File: config.mk
export PLATFORM = sky130hd
export DESIGN_NAME = instr_fetch_reg_flat
export DESIGN_NICKNAME = d
export VERILOG_FILES = /design/src/rtl/instr_fetch_reg_if.sv /design/src/rtl/instr_fetch_reg.sv /design/src/flat_wrapper.sv
export SDC_FILE = /design/constraint.sdc
export NUM_CORES = 1
export LEC_CHECK = 0
export BUFFER_PORTS_ARGS = -buffer_cell sky130_fd_sc_hd__buf_2
export CAP_MARGIN = 5
export CORE_MARGIN = 1.5
export CORE_UTILIZATION = 44
export CTS_CLUSTER_DIAMETER = 100
export DETAILED_ROUTE_END_ITERATION = 6
export PLACE_DENSITY = 0.8
export SYNTH_ARGS = -nofsm -noshare
export SYNTH_HDL_FRONTEND = slang
export SYNTH_SLANG_ARGS = --single-unit
File: constraint.sdc
create_clock -name clk -period 2.3 [get_ports clk]
set_clock_uncertainty 0.1 [all_clocks]
set_input_delay 0.46 -clock clk [delete_from_list [all_inputs] [get_ports clk]]
set_output_delay 0.46 -clock clk [all_outputs]
set_load 0.02 [all_outputs]
File: src/rtl/instr_fetch_reg_if.sv
// instr_fetch_reg_if: fetch request, instruction memory and decoded IR bundle for instr_fetch_reg.
interface instr_fetch_reg_if;
    logic        fetch_start;
    logic [63:0] pc;
    logic        mem_rd;
    logic [63:0] mem_addr;
    logic [31:0] mem_data;
    logic [31:0] instrucao;
    logic [6:0]  opcode;
    logic [4:0]  rd;
    logic [2:0]  funct3;
    logic [4:0]  rs1;
    logic [4:0]  rs2;
    logic [6:0]  funct7;
    logic [3:0]  indica_immediate;
    logic        ir_valid;
    logic        illegal;
    logic        misaligned;
    logic        busy;
    logic        halt;

    modport master (
        output fetch_start, pc, mem_data,
        input  mem_rd, mem_addr, instrucao, opcode, rd, funct3, rs1, rs2, funct7,
               indica_immediate, ir_valid, illegal, misaligned, busy, halt
    );

    modport slave (
        input  fetch_start, pc, mem_data,
        output mem_rd, mem_addr, instrucao, opcode, rd, funct3, rs1, rs2, funct7,
               indica_immediate, ir_valid, illegal, misaligned, busy, halt
    );
endinterface

File: src/rtl/instr_fetch_reg.sv
// instr_fetch_reg: multicycle fetch stage and instruction register feeding the immediate sign-extender.
// Optional IR_HALT_DETECT_EN: a fetched all-zero word sets a sticky halt that blocks further fetches.
module instr_fetch_reg #(
    parameter int MEM_LATENCY = 1
) (
    input logic             clk,
    input logic             reset,
    instr_fetch_reg_if.slave bus
);
    typedef enum logic [1:0] {IDLE, REQ, WAIT, DONE} state_t;

    state_t      r_state, w_next;
    logic [3:0]  r_cnt;
    logic [31:0] r_ir;
    logic [63:0] r_mem_addr;
    logic [3:0]  r_imm;
    logic        r_illegal;
    logic        r_misaligned;
    logic        w_block;
    logic        w_start;
    logic        w_accept;
    logic        w_sample;
    logic [3:0]  w_imm;
    logic        w_illegal;

    assign w_start  = r_state == IDLE && bus.fetch_start && !w_block;
    assign w_accept = w_start && bus.pc[1:0] == 2'b00;
    assign w_sample = r_state == WAIT && r_cnt == 4'd1;

    always_ff @(posedge clk) begin
        r_state <= reset ? IDLE : w_next;
    end

    always_comb begin
        w_next = r_state;
        case (r_state)
            IDLE:    w_next = w_accept ? REQ : IDLE;
            REQ:     w_next = WAIT;
            WAIT:    w_next = w_sample ? DONE : WAIT;
            DONE:    w_next = IDLE;
            default: w_next = IDLE;
        endcase
    end

    // Immediate-type selector decoded from the incoming word so it registers alongside the IR.
    always_comb begin
        w_imm     = 4'd0;
        w_illegal = 1'b0;
        case (bus.mem_data[6:0])
            7'b0010011, 7'b0000011, 7'b1100111: w_imm = 4'd1;
            7'b1100011: w_imm = 4'd2;
            7'b0110111: w_imm = 4'd3;
            7'b0100011: w_imm = 4'd4;
            7'b1101111: w_imm = 4'd5;
            7'b0110011: w_imm = 4'd0;
            default:    w_illegal = 1'b1;
        endcase
    end

    always_ff @(posedge clk) begin
        if (reset) begin
            r_cnt        <= 4'd0;
            r_ir         <= 32'd0;
            r_mem_addr   <= 64'd0;
            r_imm        <= 4'd0;
            r_illegal    <= 1'b0;
            r_misaligned <= 1'b0;
        end else begin
            r_misaligned <= w_start && bus.pc[1:0] != 2'b00;
            if (w_accept)
                r_mem_addr <= bus.pc;
            if (r_state == REQ)
                r_cnt <= 4'(MEM_LATENCY);
            else if (r_state == WAIT)
                r_cnt <= r_cnt - 4'd1;
            if (w_sample) begin
                r_ir      <= bus.mem_data;
                r_imm     <= w_imm;
                r_illegal <= w_illegal;
            end
        end
    end

`ifdef IR_HALT_DETECT_EN
    logic r_halt;

    always_ff @(posedge clk) begin
        r_halt <= reset ? 1'b0 : r_halt | (w_sample && bus.mem_data == 32'd0);
    end

    assign w_block = r_halt;
`else
    assign w_block = 1'b0;
`endif

    assign bus.halt             = w_block;
    assign bus.mem_rd           = r_state == REQ;
    assign bus.ir_valid         = r_state == DONE;
    assign bus.busy             = r_state != IDLE;
    assign bus.mem_addr         = r_mem_addr;
    assign bus.misaligned       = r_misaligned;
    assign bus.instrucao        = r_ir;
    assign bus.indica_immediate = r_imm;
    assign bus.illegal          = r_illegal;
    assign bus.opcode           = r_ir[6:0];
    assign bus.rd               = r_ir[11:7];
    assign bus.funct3           = r_ir[14:12];
    assign bus.rs1              = r_ir[19:15];
    assign bus.rs2              = r_ir[24:20];
    assign bus.funct7           = r_ir[31:25];
endmodule

File: src/flat_wrapper.sv
// flat-port wrapper written by rule: the top's interface ports become plain ports
module instr_fetch_reg_flat 
#(
    parameter int MEM_LATENCY = 1
)
  (clk, reset, bus_fetch_start, bus_pc, bus_mem_data, bus_mem_rd, bus_mem_addr, bus_instrucao, bus_opcode, bus_rd, bus_funct3, bus_rs1, bus_rs2, bus_funct7, bus_indica_immediate, bus_ir_valid, bus_illegal, bus_misaligned, bus_busy, bus_halt);
  instr_fetch_reg_if bus_i ();
  input logic clk;
  input logic reset;
  input wire logic [$bits(bus_i.fetch_start)-1:0] bus_fetch_start;
  input wire logic [$bits(bus_i.pc)-1:0] bus_pc;
  input wire logic [$bits(bus_i.mem_data)-1:0] bus_mem_data;
  output wire logic [$bits(bus_i.mem_rd)-1:0] bus_mem_rd;
  output wire logic [$bits(bus_i.mem_addr)-1:0] bus_mem_addr;
  output wire logic [$bits(bus_i.instrucao)-1:0] bus_instrucao;
  output wire logic [$bits(bus_i.opcode)-1:0] bus_opcode;
  output wire logic [$bits(bus_i.rd)-1:0] bus_rd;
  output wire logic [$bits(bus_i.funct3)-1:0] bus_funct3;
  output wire logic [$bits(bus_i.rs1)-1:0] bus_rs1;
  output wire logic [$bits(bus_i.rs2)-1:0] bus_rs2;
  output wire logic [$bits(bus_i.funct7)-1:0] bus_funct7;
  output wire logic [$bits(bus_i.indica_immediate)-1:0] bus_indica_immediate;
  output wire logic [$bits(bus_i.ir_valid)-1:0] bus_ir_valid;
  output wire logic [$bits(bus_i.illegal)-1:0] bus_illegal;
  output wire logic [$bits(bus_i.misaligned)-1:0] bus_misaligned;
  output wire logic [$bits(bus_i.busy)-1:0] bus_busy;
  output wire logic [$bits(bus_i.halt)-1:0] bus_halt;
  assign bus_i.fetch_start = bus_fetch_start;
  assign bus_i.pc = bus_pc;
  assign bus_i.mem_data = bus_mem_data;
  assign bus_mem_rd = bus_i.mem_rd;
  assign bus_mem_addr = bus_i.mem_addr;
  assign bus_instrucao = bus_i.instrucao;
  assign bus_opcode = bus_i.opcode;
  assign bus_rd = bus_i.rd;
  assign bus_funct3 = bus_i.funct3;
  assign bus_rs1 = bus_i.rs1;
  assign bus_rs2 = bus_i.rs2;
  assign bus_funct7 = bus_i.funct7;
  assign bus_indica_immediate = bus_i.indica_immediate;
  assign bus_ir_valid = bus_i.ir_valid;
  assign bus_illegal = bus_i.illegal;
  assign bus_misaligned = bus_i.misaligned;
  assign bus_busy = bus_i.busy;
  assign bus_halt = bus_i.halt;
  instr_fetch_reg #(.MEM_LATENCY(MEM_LATENCY)) u_core (.clk(clk), .reset(reset), .bus(bus_i));
endmodule
==> results of run 1 <==
## registers in the layout, summed over array words and instances (netlist names)
name and count:
u_core.bus.misaligned 1, u_core.r_state 2, u_core.r_cnt 4, u_core.bus.mem_addr 64
u_core.bus.illegal 1, u_core.bus.instrucao 32, u_core.bus.indica_immediate 3
## how the worst min path moves through the flow
| stage | from | end | slack (ns) | cells past startpoint |
|---|---|---|---|---|
| finish | bus_pc[40] | u_core.bus.mem_addr[40] | 0.22 | 3 |
| global route | bus_pc[40] | u_core.bus.mem_addr[40] | 0.20 | 3 |
| CTS | bus_pc[40] | u_core.bus.mem_addr[40] | 0.20 | 3 |
| detailed placement | u_core.bus.mem_addr[57] | u_core.bus.mem_addr[57] | 0.34 | 2 |
| global placement | u_core.bus.mem_addr[7] | u_core.bus.mem_addr[7] | 0.34 | 2 |
| floorplan | u_core.r_cnt[1] | u_core.r_cnt[1] | 0.37 | 2 |
## cells by family (layout without fill, tap and decap cells)
group / after synthesis / count (layout) / share of synthesized area, %
AND/OR/NAND/NOR: 229 / 229 / 22.1
buffers and inverters: 74 / 263 / 10.3
adder cells (fa/ha/maj): 7 / 7 / 2.09
flip-flops: 107 / 107 / 51.2
XOR/XNOR: 2 / 2 / 0.418
AO/OA/AOI/OAI: 106 / 106 / 13.5
other: 1 / 2 / 0.0896
multiplexers: 1 / 1 / 0.239
## final cells by class
type / instances / area [um^2] / area share [%]
well taps: 129 / 161 / 2.97
clock inverters: 7 / 82.6 / 1.52
flip-flops and latches: 107 / 2140 / 39.4
multi-input cells: 347 / 1640 / 30.2
repair buffers: 242 / 1270 / 23.4
clock buffers: 9 / 124 / 2.28
inverters: 5 / 18.8 / 0.345
## worst min-delay path, cell delays in order
cell and delay, ns:
buf_2 0.09, nand2_1 0.04, a21oi_1 0.05
## metal layers
layer | wire length, um | global-route usage (%) | vias up
li1 | - | - | 2028
met1 | 4410 | 22.9 | 1811
met2 | 5220 | 35.3 | 211
met3 | 935 | 6.17 | 25
met4 | 297 | 9.86 | 0
met5 | 0 | 0 | -
## report_power, final
group	switching (uW)	internal [uW]
logic	212	143
registers	24.8	1900
clock network	665	521
total	902	2560
## cell usage in the layout (no fill, tap or decap), types with 2 or more instances in the layout
master      synthesis  final
nor3b_1             2      2
dfxtp_1           107    107
inv_1               5      5
nor2_1             12     12
clkbuf_8            0      9
conb_1              1      2
a21oi_1            99     99
nand3_1             4      3
ha_1                7      7
inv_6               0      2
buf_12              0      3
clkinvlp_4          0      2
buf_2              15    233
buf_4              34      6
nand2_1           195    195
nor3_1              6      5
## per-stage QoR
stage / power [uW] / cell area [um^2] / cells
finish: 3460 / 5440 / 846
global route: 3610 / 5440 / 846
CTS: 3490 / 5440 / 846
detailed placement: 2320 / 5240 / 830
global placement: 2310 / 5240 / 830
floorplan: 2150 / 4190 / 528
==> out/qor.txt, run 1 <==
status - finished, final reports clean
fin. max-slew vios - 0
clk root buf - clkbuf_8
nature of the critical path startpoint - flop
Placement Setup Slack - 0.435 ns
EDFF count, synth - 0
CP most frequent cell - inv_1
Initial Util - 45.3%
Worst-Skew Late Latency - 0.35 ns
Crit Path Class - flop to primary output
Netlist cell types - 35
ys async rst share - 0%
Critical Path Fanout Max - 3
worst reg2reg path endpoint - u_core.bus.illegal
critical-path cell with the highest stage delay - dfxtp_1
element type at the critical path end - primary output
Fillers - 858
Worst Path Buf+Inv - 3
number of remaining DRC errors - 0
cells after synthesis - 527
maximum vdd drop - 0.000326 V
HPWL Detailed - 8140 um
total track usage - 20.4%
max_cap viols - 0
launch point of the worst reg-to-reg path - u_core.r_state[0]
Req. time, crit path - 1.74 ns
most frequent cell after synthesis - nand2_1
Fin Hold WS - 0.221 ns
reg2reg path depth - 6
Syn-to-layout area delta - 30.0%
vias per cell - 4.82
Tcrit/Tclk final - 82.7%
final hold violations - 0
DR pass1 iterations - 4
R2R Setup Slk - 0.45 ns
top cells by count, synth - nand2_1 (195), dfxtp_1 (107), a21oi_1 (99), buf_4 (34), clkbuf_1 (18)
Synth top area share - 51.2%
Worst Slack Setup Final - 0.398 ns
port bufs - 234
Yosys reg bits - 107
Seq/Total Area, Yosys - 51.2%
Placer Congestion - 0.792
DR iter-0 viols - 118
synthesized area per cell - 7.94 um^2
die height - 101 um
slowest stage delay, CP - 0.38 ns
Vias - 4075
total CTS buffers - 9
H-tree depth - 3
Layout Utilization - 58.9%
core area - 9240 um^2
Gates resized, CTS repair - 0
row count - 35
IO Count - 237
DIE WIDTH - 101 um
grt ovf - 0
total setup buffers inserted after CTS - 0
Final #Nets - 818
wire length of the first global-routing pass - 16600 um
routed len/inst - 12.8 um
Mapped Area - 4190 um^2
Critical Path AT - 1.34 ns
initial antenna violation count - 0
CTS hold repair buffers - 0
cell accounting for the most synthesized area - dfxtp_1
total routed wirelength - 10900 um
# diodes - 0
dominant synthesized flop cell - dfxtp_1
pwr dens - 636 nW/um^2
Clock Path Buffers - 2
post-route antenna net violation count - 0
unrepaired setup endpoints after global routing - false
Reg clk slew, reported paths - 0.11 ns
CTS tree - yes
largest cells by area after synthesis - dfxtp_1 (51%), nand2_1 (17%), a21oi_1 (12%)
Tmin final - 1.90 ns
Yosys warnings - 0
critical path launch point - u_core.r_state[0]
crit path capture - bus_busy
P_leak - 0.00254 uW
Achievable Freq - 0.526 GHz
pin count of the biggest net entering global routing - 62
Hold WC Path Type - input pin to flop
final setup fails - 0
delay-heaviest family, CP - flip-flops
worst path cell trace - inv_1 > ha_1 > inv_1 > buf_2
die footprint - 10100 um^2
vias in the first global route - 3755
fraction of layout cells with a size suffix above 1 - 36.8%
CP Depth - 4
total clock sinks - 107
Setup TNS - 0 ns
No activity file was read; power rests on OpenSTA's default activity.
==> run 2, diff against run 1 <==
CORE_UTILIZATION = 40   (was 44)
PLACE_DENSITY = 0.77   (was 0.8)
clock period = 1.64 ns   (was 2.3 ns; I/O delays follow)
==> run 2 against run 1 <==
Compared with the run above:
- routed wire length rose by 6.7%
- setup slack worse by 0.36 ns
- sequential share of layout area fell by 2.4 points
- combinational power rose by 57%
- via count up 4.6%
- flip-flop and latch count unchanged
- clock power increased by 38%
- non-clock buffer count increased by 19
- register-to-register slack got worse by 0.41 ns
- die area up 9.7%
- first-iteration DRC count grew 83%
- largest power group unchanged
==> out/qor.txt, run 2 (synthesis gave the netlist of run 1 again) <==
fin. max-slew vios - 0 (unchanged)
wire length of the first global-routing pass - 17500 um (was 16600 um)
H-tree depth - 3 (unchanged)
maximum vdd drop - 0.000418 V (was 0.000326 V)
initial antenna violation count - 0 (unchanged)
final hold violations - 0 (unchanged)
grt ovf - 0 (unchanged)
status - finished, final reports clean (unchanged)
internal power - 3650 uW (was 2560 uW)
total CTS buffers - 9 (unchanged)
row count - 37 (was 35)
CTS tree - yes (unchanged)
DIE WIDTH - 105 um (was 101 um)
Tcrit/Tclk final - 97.6%
number of flip-flops in the largest register - 64 (unchanged)
IO Count - 237 (unchanged)
Initial Util - 40.9% (was 45.3%)
vias in the first global route - 3850 (was 3755)
GR Util met1 - 21.8% (was 22.9%)
die footprint - 11100 um^2 (was 10100 um^2)
HPWL Detailed - 8250 um (was 8140 um)
Syn-to-layout area delta - 38.8% (was 30.0%)
final setup fails - 0 (unchanged)
number of remaining DRC errors - 0 (unchanged)
gr busiest metal - met2 (unchanged)
total clock sinks - 107 (unchanged)
port bufs - 234 (unchanged)
pwr dens - 842 nW/um^2 (was 636 nW/um^2)
met3 usage - 5.63% (was 6.17%)
Achievable Freq - 0.625 GHz
routed len/inst - 13.3 um (was 12.8 um)
Placer Congestion - 0.801 (was 0.792)
Req. time, crit path - 1.21 ns (was 1.74 ns)
DR iter-0 viols - 216 (was 118)
vias per cell - 4.89 (was 4.82)
post-route antenna net violation count - 0 (unchanged)
total routed wirelength - 11600 um (was 10900 um)
core area - 10200 um^2 (was 9240 um^2)
met2 Use GR - 33.5% (was 35.3%)
max_cap viols - 0 (unchanged)
Vias - 4261 (was 4075)
Final #Nets - 837 (was 818)
Critical Path Fanout Max - 3 (unchanged)
Reg clk slew, reported paths - 0.10 ns (was 0.11 ns)
total track usage - 19.5% (was 20.4%)
most frequent cells in the layout - buf_2 (230), nand2_1 (194), dfxtp_1 (105) (was buf_2 (233), nand2_1 (195), dfxtp_1 (107))
combinational power share - 11.5% (was 10.3%)
clk root buf - clkbuf_8 (unchanged)
die height - 105 um (was 101 um)
Tmin final - 1.60 ns
nature of the critical path startpoint - flop (unchanged)
total power - 4890 uW (was 3460 uW)
Clock Path Buffers - 2 (unchanged)
DR pass1 iterations - 4 (unchanged)
Fin Hold WS - 0.0915 ns (was 0.221 ns)
# diodes - 0 (unchanged)
Worst-Skew Late Latency - 0.35 ns (about the same)
Crit Path Class - flop to primary output (unchanged)
unrepaired setup endpoints after global routing - true (was false)
element type at the critical path end - primary output (unchanged)
P_leak - 0.00268 uW (was 0.00254 uW)
pin count of the biggest net entering global routing - 65 (was 62)
most common cell after layout, fill and taps aside - buf_2 (unchanged)
sw power - 1240 uW (was 902 uW)
Critical Path AT - 1.17 ns (was 1.34 ns)
register share of total power - 55.1% (was 55.5%)
Net Sw Frac - 25.4% (was 26.0%)
Setup TNS - 0 ns (unchanged)
fraction of layout cells with a size suffix above 1 - 42.3% (was 36.8%)
Clk pwr share - 33.5% (was 34.3%)
Hold WC Path Type - input pin to flop (unchanged)
run 2: critical path, cell delays in order, from the launching register on:
cell and delay, ns:
dfxtp_4 0.39, inv_4 0.05, buf_6 0.11, ha_4 0.15, buf_6 0.12
run 2: power by group through the flow:
stage / clock (uW) / combinational (uW) / sequential, uW
6_report: 1640 / 560 / 2690
5_1_grt: 1790 / 611 / 2700
4_1_cts: 1690 / 535 / 2690
3_5_place_dp: 0 / 524 / 2750
3_3_place_gp: 0 / 513 / 2750
2_1_floorplan: 0 / 201 / 2820
run 2: through the flow:
stage | instances | utilization [%] | worst slack, ns | area (um^2)
global route | 871 | 56.8 | -0.0559 | 5810
finish | 871 | 56.8 | 0.0399 | 5810
CTS | 867 | 55.1 | 0.000842 | 5640
floorplan | 528 | - | 0.0289 | 4190
detailed placement | 850 | 52.6 | 0.0000321 | 5380
global placement | 850 | 52.6 | 0.0529 | 5380
run 2: final timing paths:
| check | start | endpoint | slack, ns | cells after the start |
|---|---|---|---|---|
| max reg2reg | u_core.r_state[0] | u_core.bus.illegal | 0.04 | 6 |
| max | u_core.r_state[1] | bus_mem_rd | 0.04 | 4 |
| min | bus_pc[11] | u_core.bus.mem_addr[11] | 0.09 | 3 |
| min reg2reg | u_core.bus.mem_addr[44] | u_core.bus.mem_addr[44] | 0.36 | 2 |
run 2: layout make-up:
cell class,count,area (um^2)
clock buffer,10,138
clock inverter,5,61.3
fill,956,4420
inverter,5,23.8
multi-input combinational,347,1760
sequential,107,2150
tap,136,170
timing repair buffer,261,1510
run 2: what timing repair did:
action | 4_1_cts | 5_1_grt
resized for setup | 14 | 31
hold buffers | 0 | 0
cloned | 0 | 2
buffers inserted | 3 | 2
pin swaps | 2 | 3
setup endpoints to repair | 8 | 86
run 2: routing by layer:
layer	vias to the layer above	wire length (um)
met2	205	5760
met5	-	0
met4	0	314
met1	1962	4500
li1	2071	-
met3	23	1020
